File: src/rtl/ct_reader_if.sv
// Bus between the AES core / host and the ciphertext reader.
// The reader takes the slave modport; the bench or host logic takes master.
interface ct_reader_if #(
  parameter int WORD_W = 16,
  parameter int WORDS  = 8
);
  logic [WORD_W*WORDS-1:0] ct;
  logic                    ct_valid;
  logic                    rd_clk;
  logic [WORD_W-1:0]       out;
  logic                    out_valid;
  logic                    done;
  logic                    overrun;
  logic                    underrun;

  modport slave (
    input  ct, ct_valid, rd_clk,
    output out, out_valid, done, overrun, underrun
  );

  modport master (
    output ct, ct_valid, rd_clk,
    input  out, out_valid, done, overrun, underrun
  );
endinterface

File: src/rtl/ct_reader.sv
// Holds one 128-bit ciphertext block and hands it to a slow host one word per
// rising edge of the host's asynchronous read strobe, most-significant word first.
module ct_reader #(
  parameter int WORD_W = 16,
  parameter int WORDS  = 8
) (
  input  logic         clk,
  input  logic         rst,
  ct_reader_if.slave   bus
);

  localparam int BLK_W = WORD_W * WORDS;
  localparam int IDX_W = (WORDS > 1) ? $clog2(WORDS) : 1;
  localparam logic [IDX_W-1:0] LAST_IDX = IDX_W'(WORDS - 1);

  localparam logic [0:0] IDLE   = 1'b0;
  localparam logic [0:0] LOADED = 1'b1;

  if (BLK_W != 128) begin : gParamCheck
    $error("ct_reader: WORD_W*WORDS must equal 128");
  end

  logic             s0_q, s1_q, s2_q;
  logic [2:0]       warm_q;
  logic             rdEdge;

  logic [0:0]       state_q, state_d;
  logic [IDX_W-1:0] idx_q, idx_d;
  logic [BLK_W-1:0] blk_q, blk_d;
  logic [WORD_W-1:0] out_q, out_d;
  logic             outValid_q, outValid_d;
  logic             done_q, done_d;
  logic             overrun_q, overrun_d;
  logic             underrun_q, underrun_d;

  logic [BLK_W-1:0] blkShift;
  logic [WORD_W-1:0] loadWord;

  // warm_q marks when s2 holds a genuine sample, so a strobe already high at
  // reset release never looks like a fresh rising edge.
  always_ff @(posedge clk or negedge rst) begin
    if (!rst) begin
      s0_q   <= 1'b0;
      s1_q   <= 1'b0;
      s2_q   <= 1'b0;
      warm_q <= '0;
    end else begin
      s0_q   <= bus.rd_clk;
      s1_q   <= s0_q;
      s2_q   <= s1_q;
      warm_q <= {warm_q[1:0], 1'b1};
    end
  end

  assign rdEdge   = s1_q & ~s2_q & warm_q[2];
  assign blkShift = blk_q << WORD_W;
  assign loadWord = bus.ct[BLK_W-1 -: WORD_W];

  always_comb begin
    state_d    = state_q;
    idx_d      = idx_q;
    blk_d      = blk_q;
    out_d      = out_q;
    outValid_d = outValid_q;
    done_d     = 1'b0;
    overrun_d  = overrun_q;
    underrun_d = underrun_q;

    case (state_q)
      IDLE: begin
        if (rdEdge) underrun_d = 1'b1;
        if (bus.ct_valid) begin
          state_d    = LOADED;
          idx_d      = '0;
          blk_d      = bus.ct;
          out_d      = loadWord;
          outValid_d = 1'b1;
        end
      end
      default: begin
        if (rdEdge && idx_q == LAST_IDX) begin
          done_d = 1'b1;
          // A block arriving exactly as the last word goes is accepted, not an overrun.
          if (bus.ct_valid) begin
            idx_d      = '0;
            blk_d      = bus.ct;
            out_d      = loadWord;
            outValid_d = 1'b1;
          end else begin
            state_d    = IDLE;
            idx_d      = '0;
            blk_d      = '0;
            out_d      = '0;
            outValid_d = 1'b0;
          end
        end else begin
          if (rdEdge) begin
            idx_d = idx_q + IDX_W'(1);
            blk_d = blkShift;
            out_d = blkShift[BLK_W-1 -: WORD_W];
          end
          if (bus.ct_valid) overrun_d = 1'b1;
        end
      end
    endcase
  end

  always_ff @(posedge clk or negedge rst) begin
    if (!rst) begin
      state_q    <= IDLE;
      idx_q      <= '0;
      blk_q      <= '0;
      out_q      <= '0;
      outValid_q <= 1'b0;
      done_q     <= 1'b0;
      overrun_q  <= 1'b0;
      underrun_q <= 1'b0;
    end else begin
      state_q    <= state_d;
      idx_q      <= idx_d;
      blk_q      <= blk_d;
      out_q      <= out_d;
      outValid_q <= outValid_d;
      done_q     <= done_d;
      overrun_q  <= overrun_d;
      underrun_q <= underrun_d;
    end
  end

  assign bus.out       = out_q;
  assign bus.out_valid = outValid_q;
  assign bus.done      = done_q;
  assign bus.overrun   = overrun_q;
  assign bus.underrun  = underrun_q;

endmodule

File: src/flat_wrapper.sv
// flat-port wrapper written by rule: the top's interface ports become plain ports
module ct_reader_flat 
#(
  parameter int WORD_W = 16,
  parameter int WORDS  = 8
)
  (clk, rst, bus_ct, bus_ct_valid, bus_rd_clk, bus_out, bus_out_valid, bus_done, bus_overrun, bus_underrun);
  ct_reader_if #(.WORD_W(WORD_W), .WORDS(WORDS)) bus_i ();
  input  logic clk;
  input  logic rst;
  input wire logic [$bits(bus_i.ct)-1:0] bus_ct;
  input wire logic [$bits(bus_i.ct_valid)-1:0] bus_ct_valid;
  input wire logic [$bits(bus_i.rd_clk)-1:0] bus_rd_clk;
  output wire logic [$bits(bus_i.out)-1:0] bus_out;
  output wire logic [$bits(bus_i.out_valid)-1:0] bus_out_valid;
  output wire logic [$bits(bus_i.done)-1:0] bus_done;
  output wire logic [$bits(bus_i.overrun)-1:0] bus_overrun;
  output wire logic [$bits(bus_i.underrun)-1:0] bus_underrun;
  assign bus_i.ct = bus_ct;
  assign bus_i.ct_valid = bus_ct_valid;
  assign bus_i.rd_clk = bus_rd_clk;
  assign bus_out = bus_i.out;
  assign bus_out_valid = bus_i.out_valid;
  assign bus_done = bus_i.done;
  assign bus_overrun = bus_i.overrun;
  assign bus_underrun = bus_i.underrun;
  ct_reader #(.WORD_W(WORD_W), .WORDS(WORDS)) u_core (.clk(clk), .rst(rst), .bus(bus_i));
endmodule
File: config.mk
export PLATFORM = sky130hd
export DESIGN_NAME = ct_reader_flat
export DESIGN_NICKNAME = d
export VERILOG_FILES = /design/src/rtl/ct_reader_if.sv /design/src/rtl/ct_reader.sv /design/src/flat_wrapper.sv
export SDC_FILE = /design/constraint.sdc
export NUM_CORES = 1
export LEC_CHECK = 0
export BUFFER_PORTS_ARGS = -buffer_cell sky130_fd_sc_hd__buf_4
export CAP_MARGIN = 15
export CORE_MARGIN = 1
export CORE_UTILIZATION = 40
export DETAILED_ROUTE_END_ITERATION = 6
export GPL_TIMING_DRIVEN = 0
export SLEW_MARGIN = 20
export SYNTH_ARGS = -nofsm -noshare
export SYNTH_HDL_FRONTEND = slang
export SYNTH_SLANG_ARGS = --single-unit
File: constraint.sdc
create_clock -name clk -period 1.67 [get_ports clk]
set_clock_uncertainty 0.15 [all_clocks]
set_input_delay 0.167 -clock clk [delete_from_list [all_inputs] [get_ports clk]]
set_output_delay 0.167 -clock clk [all_outputs]
set_load 0.005 [all_outputs]
==> out/metrics.cfg, run 1 <==
[cells_and_area]
instances_no_fill=1461
multiInputGateArea_um2=4500
nets=1317
utilization_pct=64.8
drive_gt1_share_pct=32.5
diodes=0
area_growth_pct=59.3
n_fill_cell=1587
register_area_um2=3550

[floorplanning]
rows=51
chipWidth_um=143
die_area_um2=20400
die_h_um=143
ioPinCount=152
start_util_pct=40.7
core_area_um2=19500

[timing]
worst_pin_slew_ns=0.722
rsz0062_at_grt=yes
setup_viol=131
max_slew_margin_pct=51.9
worst_slack_ns=-0.275
fmax_ghz=0.514
period_share_pct=116
report.final.hold_viol_count=0
holdWs_ns=0.186
fin_crit_ns=1.95
report.final.slew_viol_count=0
finalSetupTns_ns=-25.25

[synthesis]
syn_inst=856
syn_area_um2=7920
synth_cell_types=29
synth_seq_cells=142
synth_edf_count=0
ys.flop_type=dfrtp_1
async_reset_ff_share_pct=100
syn-num-nets=990
synth_area_per_cell_um2=9.25
synth_most_common_cell=dfrtp_1
yosys_warnings=0
netlist.area_leader.share_pct=44.9
synth.area.top_cells=dfrtp_1 (45%), a32oi_1 (12%), a31oi_1 (8.9%)
seq_area_frac_synth_pct=44.9
synth_top_cell_by_area=dfrtp_1

[clock_network]
clk_pin_slew_ns=0.06
root_buffer=clkbuf_16
htreeDepth=4
cts_buffers=17
cts.sinks=142
clk_latency_ns=0.43
cts_tree=done
cts_max_path_buffers=2

[place]
hpwl_mm=19.1
gp_congestion=0.829
dp.cells=1272
dp_slack_ns=-0.380
numPortBuffers=150

[worst_setup_path]
critical_path_arrival_ns=2.17
worstPathCellList=ha_2, ha_4, nand4b_4, buf_6, buf_6, a21boi_4, buf_4, buf_6, a22o_1
crit_slowest_cell=dfrtp_1
worstPathRequired_ns=1.89
critPathMaxStageDelay_ns=0.35
critPathKind=flop to flop
rrSetupSlack_ns=-0.28
crit_top_cell=buf_6
cp_max_fo=5
setup.worst_path.start_class=flop
cp-end-kind=flop

[outcome]
status=complete, but fails checks
violations=negative setup slack

[global_route]
grt_max_degree=91
grt_remaining_overflow=0
groute.usage.overall_pct=29.5
first_global_vias=8283
antenna_found_initial=0
grt_pass1_wl_mm=45.6

[drt]
drc=0
ant_nets=0
vias_per_cell=6.02
routed_wl_mm=30.1
routed_wire_length_per_instance_um=20.6
via_count=8792
drtIter0Drc=859
firstDrtPassIters=5

[power]
irDropWorstVdd_mv=0.817
p_leak_nw=4.56
powerDensity_nw_per_um2=876

[worst_hold_path]
hold_class=primary input to async pin

[run]
cap_violations=0

layout make-up:
class	count	share of cell area (%)
Buffer	116	6.31
Tap cell	265	2.63
Sequential cell	142	28.2
Multi-Input combinational cell	597	35.7
Clock inverter	10	0.684
Timing Repair Buffer	308	22.6
Clock buffer	22	3.84
Inverter	1	0.0298
worst paths after layout:
path                            cells after the start                        endpoint                   startpoint
worst max register to register                      9    u_core.blk_q[13]$_DFFE_PN0P_  u_core.idx_q[1]$_DFFE_PN0P_
worst min-delay path                                2  u_core.bus.out[10]$_DFFE_PN0P_                          rst
max in group asynchronous                           3    u_core.blk_q[56]$_DFFE_PN0P_                          rst
min in group clk                                    0      u_core.warm_q[2]$_DFF_PN0_   u_core.warm_q[1]$_DFF_PN0_
worst max-delay path                                9    u_core.blk_q[13]$_DFFE_PN0P_  u_core.idx_q[1]$_DFFE_PN0P_
worst min register to register                      0      u_core.warm_q[2]$_DFF_PN0_   u_core.warm_q[1]$_DFF_PN0_
where the power goes:
part / total (mW) / switching (mW) / internal (mW)
logic: 2.40 / 1.03 / 1.38
clock network: 3.75 / 1.55 / 2.20
registers: 4.90 / 0.666 / 4.23
cells in the final DEF (no fill, tap or decap), types with 28 or more instances in the layout:
cell type,synthesis,final
a32oi_2,0,67
dfrtp_1,142,142
buf_2,52,33
nand2b_1,112,112
dlygate4sd3_1,0,130
a32oi_1,112,41
nand3_1,112,100
buf_4,6,162
nor3_1,112,111
a31oi_1,112,112
clkbuf_1,56,28
metal layers:
metal	global-route usage, %	up-vias	share of wire, %
li1	-	3999	-
met1	40.7	4377	43
met2	47.8	361	48
met3	3.76	55	6.6
met4	9.85	0	2.0
met5	0	-	0
critical path, delay by kind of cell, from the launching register on:
kind	cells	cell delay, ns
buffers and inverters	4	0.54
adders and majority gates	2	0.35
AOI/OAI and AO/OA	2	0.33
DFF	1	0.35
and+or+nand+nor	1	0.15
sequential cells by signal, summed over array words and instances, names as in the netlist:
name and cells:
u_core.idx_q 3, u_core.bus.overrun 1, u_core.s0_q 1, u_core.bus.underrun 1
u_core.blk_q 112, u_core.s1_q 1, u_core.s2_q 1, u_core.bus.out 16
u_core.bus.done 1, u_core.bus.out_valid 1, u_core.state_q 1, u_core.warm_q 3
kinds of logic (layout without fill, tap and decap cells):
family                   after synthesis  after routing  share of synthesized area [%]
multiplexers                           1              1                          0.142
AND/OR/NAND/NOR                      346            346                           24.1
AO/OA/AOI/OAI                        247            247                           23.8
flip-flops                           142            142                           44.9
buffers and inverters                117            457                           6.75
other                                  1              1                         0.0474
adder cells (fa/ha/maj)                2              2                          0.316
stage by stage:
step	power, mW	cell area (um2)
2_1_floorplan	5.77	8000
3_3_place_gp	6.77	9460
3_5_place_dp	6.82	9490
4_1_cts	11.0	12200
5_1_grt	11.5	12600
6_report	11.0	12600
what timing repair did:
item / 4_1_cts / 5_1_grt
buffers inserted: 13 / 5
endpoints found under the setup margin: 132 / 132
hold endpoints to repair: 218 / 0
hold buffers: 130 / 0
pin swaps: 62 / 28
gates resized for setup: 131 / 58
cloned: 4 / 7
Note: power is estimated with default switching activity, not from simulation.
==> inputs of run 2 (changes only) <==
CORE_UTILIZATION = 23   (was 40)
==> run 2 against run 1 <==
The run still ends with negative setup slack left. Combinational power grew 2%. Critical path depth did not move. Total power is 3.2% higher. Worst setup slack improved by 0.0082 ns. First-iteration DRC count fell by 20%. Utilization is 27 points lower. Register-to-register slack hardly changed. Largest cell class unchanged. Highest routed layer unchanged.
==> out/metrics.cfg, run 2 (synthesized netlist as in run 1, its figures left out) <==
[floorplanning]
core_area_um2=33700  ; +73%
ioPinCount=152  ; unchanged
chipWidth_um=188  ; +31%
rows=67  ; +31%
die_h_um=188  ; +31%
start_util_pct=23.5  ; -17 points
die_area_um2=35200  ; +73%

[clock_network]
clk_latency_ns=0.44  ; about the same
clk_pin_slew_ns=0.06  ; about the same
htreeDepth=4  ; unchanged
cts_max_path_buffers=2  ; unchanged
cts_buffers=17  ; unchanged
cts.sinks=142  ; unchanged
root_buffer=clkbuf_16
cts_tree=done

[worst_setup_path]
worstPathRequired_ns=1.88  ; about the same
crit_end=u_core.blk_q[22]$_DFFE_PN0P_
setup.worst_path.start_class=flop
reg2reg_depth=9  ; unchanged
cp-end-kind=flop
rrSetupSlack_ns=-0.27  ; about the same
rr_startpoint=u_core.idx_q[0]$_DFFE_PN0P_
crit_start=u_core.idx_q[0]$_DFFE_PN0P_
cp_max_fo=7  ; +2
r2r_end=u_core.blk_q[22]$_DFFE_PN0P_
critical_path_arrival_ns=2.15  ; -0.02 ns
critPathKind=flop to flop

[cells_and_area]
top_register=u_core.blk_q
instances_no_fill=1647  ; +13%
diodes=0  ; unchanged
final_cell_mix=buf_4 (163), dfrtp_1 (139), dlygate4sd3_1 (130)
area_growth_pct=63.0
final_common_cell=buf_4
nets=1320  ; +0.23%
utilization_pct=38.3  ; -27 points
drive_gt1_share_pct=32.7  ; +0.17 points
fin_area_um2=12900  ; +2.3%
largest_reg_flops=112  ; unchanged

[worst_hold_path]
hold_class=primary input to async pin

[drt]
routed_wl_mm=31.9  ; +5.9%
routed_wire_length_per_instance_um=19.4  ; -6.1%
drc=0  ; unchanged
ant_nets=0  ; unchanged
drtIter0Drc=688  ; -20%
vias_per_cell=5.28  ; -12%
firstDrtPassIters=5  ; unchanged
via_count=8702  ; -1.0%

[run]
cap_violations=0  ; unchanged

[place]
dpl-instance-area_um2=9720  ; +2.4%
gp_congestion=0.845  ; +1.9%
dp_slack_ns=-0.357  ; +0.0234 ns
hpwl_mm=21.9  ; +14%
dp.cells=1455  ; +14%
numPortBuffers=150  ; unchanged

[power]
clockPowerShare_pct=35.7  ; +1.8 points
swShare_pct=29.3  ; -0.077 points
p_sw_mw=3.34  ; +3.0%
p_leak_nw=4.62  ; +1.3%
combPwrFrac_pct=21.5  ; -0.3 points
irDropWorstVdd_mv=0.758  ; -7.2%
powerDensity_nw_per_um2=884  ; +0.91%
p_int_mw=8.06  ; +3.3%
power_frac_seq_pct=42.8  ; -1.5 points

[global_route]
grt_max_degree=87  ; -4.4%
grt_pass1_wl_mm=48.2  ; +5.7%
antenna_found_initial=0  ; unchanged
grt_remaining_overflow=0  ; unchanged
first_global_vias=8430  ; +1.8%
groute.usage.overall_pct=17.6  ; -12 points

[timing]
setup_viol=130  ; -0.76%
report.final.hold_viol_count=0  ; unchanged
fin_crit_ns=1.94  ; -0.00820 ns
worst_slack_ns=-0.267  ; +0.00820 ns
holdWs_ns=0.192  ; +0.00659 ns
rsz0062_at_grt=yes
report.final.slew_viol_count=0  ; unchanged
worst_pin_slew_ns=0.691  ; -0.0311 ns
period_share_pct=116  ; -0.49 points
max_slew_margin_pct=53.9  ; +2.1 points
fmax_ghz=0.516  ; +0.42%

[outcome]
violations=negative setup slack
status=complete, but fails checks

==> run 2: final cells by class <==
| class | count | area (um2) |
|---|---|---|
| sequential | 142 | 3560 |
| tap | 448 | 561 |
| clock inverter | 11 | 155 |
| clock buffer | 21 | 460 |
| fill | 3369 | 20800 |
| multi-input combinational | 597 | 4450 |
| timing repair buffer | 312 | 2890 |
| inverter | 1 | 3.75 |
| buffer | 115 | 827 |
==> run 2: timing repair <==
action	4_1_cts	5_1_grt
gates resized for setup	121	75
endpoints found under the hold margin	214	0
hold buffers	130	0
setup buffers	10	11
endpoints found under the setup margin	132	133
cloned	1	10
pin swaps	33	36
==> run 2: layer usage <==
metal / vias up / GRT usage, % / share of wire (%)
met5: - / 0 / 0
met4: 0 / 4.32 / 1.4
met3: 33 / 3.14 / 6.1
met2: 353 / 29.0 / 48
met1: 4306 / 23.7 / 44
li1: 4010 / - / -
==> run 2: power by group through the flow <==
| stage | registers, mW | clock network, mW | logic [mW] |
|---|---|---|---|
| after CTS | 4.85 | 4.09 | 2.36 |
| after floorplan | 4.63 | 0 | 1.14 |
| after global placement | 4.84 | 0 | 1.96 |
| after detailed placement | 4.85 | 0 | 2.01 |
| final | 4.89 | 4.07 | 2.45 |
| after global routing | 4.95 | 4.22 | 2.69 |
==> run 2: stage by stage <==
stage          power, mW  TNS, ns
3_3_place_gp        6.80   -92.91
5_1_grt             11.9   -32.72
6_report            11.4   -22.82
2_1_floorplan       5.77    -1.66
3_5_place_dp        6.86   -34.96
4_1_cts             11.3   -16.18
==> run 2: worst max-delay path: stages (launching register included) <==
cell and delay, ns:
dfrtp_1 0.36, ha_2 0.19, ha_4 0.16, and4b_1 0.23
buf_6 0.15, buf_12 0.16, buf_12 0.12, buf_6 0.09
nand3_2 0.06, a31oi_1 0.18
==> run 2: worst min path at each step <==
stage / slack (ns) / to / from
after global routing: 0.22 / u_core.s1_q$_DFF_PN0_ / u_core.s0_q$_DFF_PN0_
after global placement: 0.13 / u_core.s0_q$_DFF_PN0_ / bus_rd_clk
after detailed placement: 0.08 / u_core.bus.out[11]$_DFFE_PN0P_ / rst
after floorplan: -0.28 / u_core.blk_q[0]$_DFFE_PN0P_ / rst
after CTS: 0.21 / u_core.warm_q[2]$_DFF_PN0_ / u_core.warm_q[1]$_DFF_PN0_
final: 0.19 / u_core.bus.out[11]$_DFFE_PN0P_ / rst
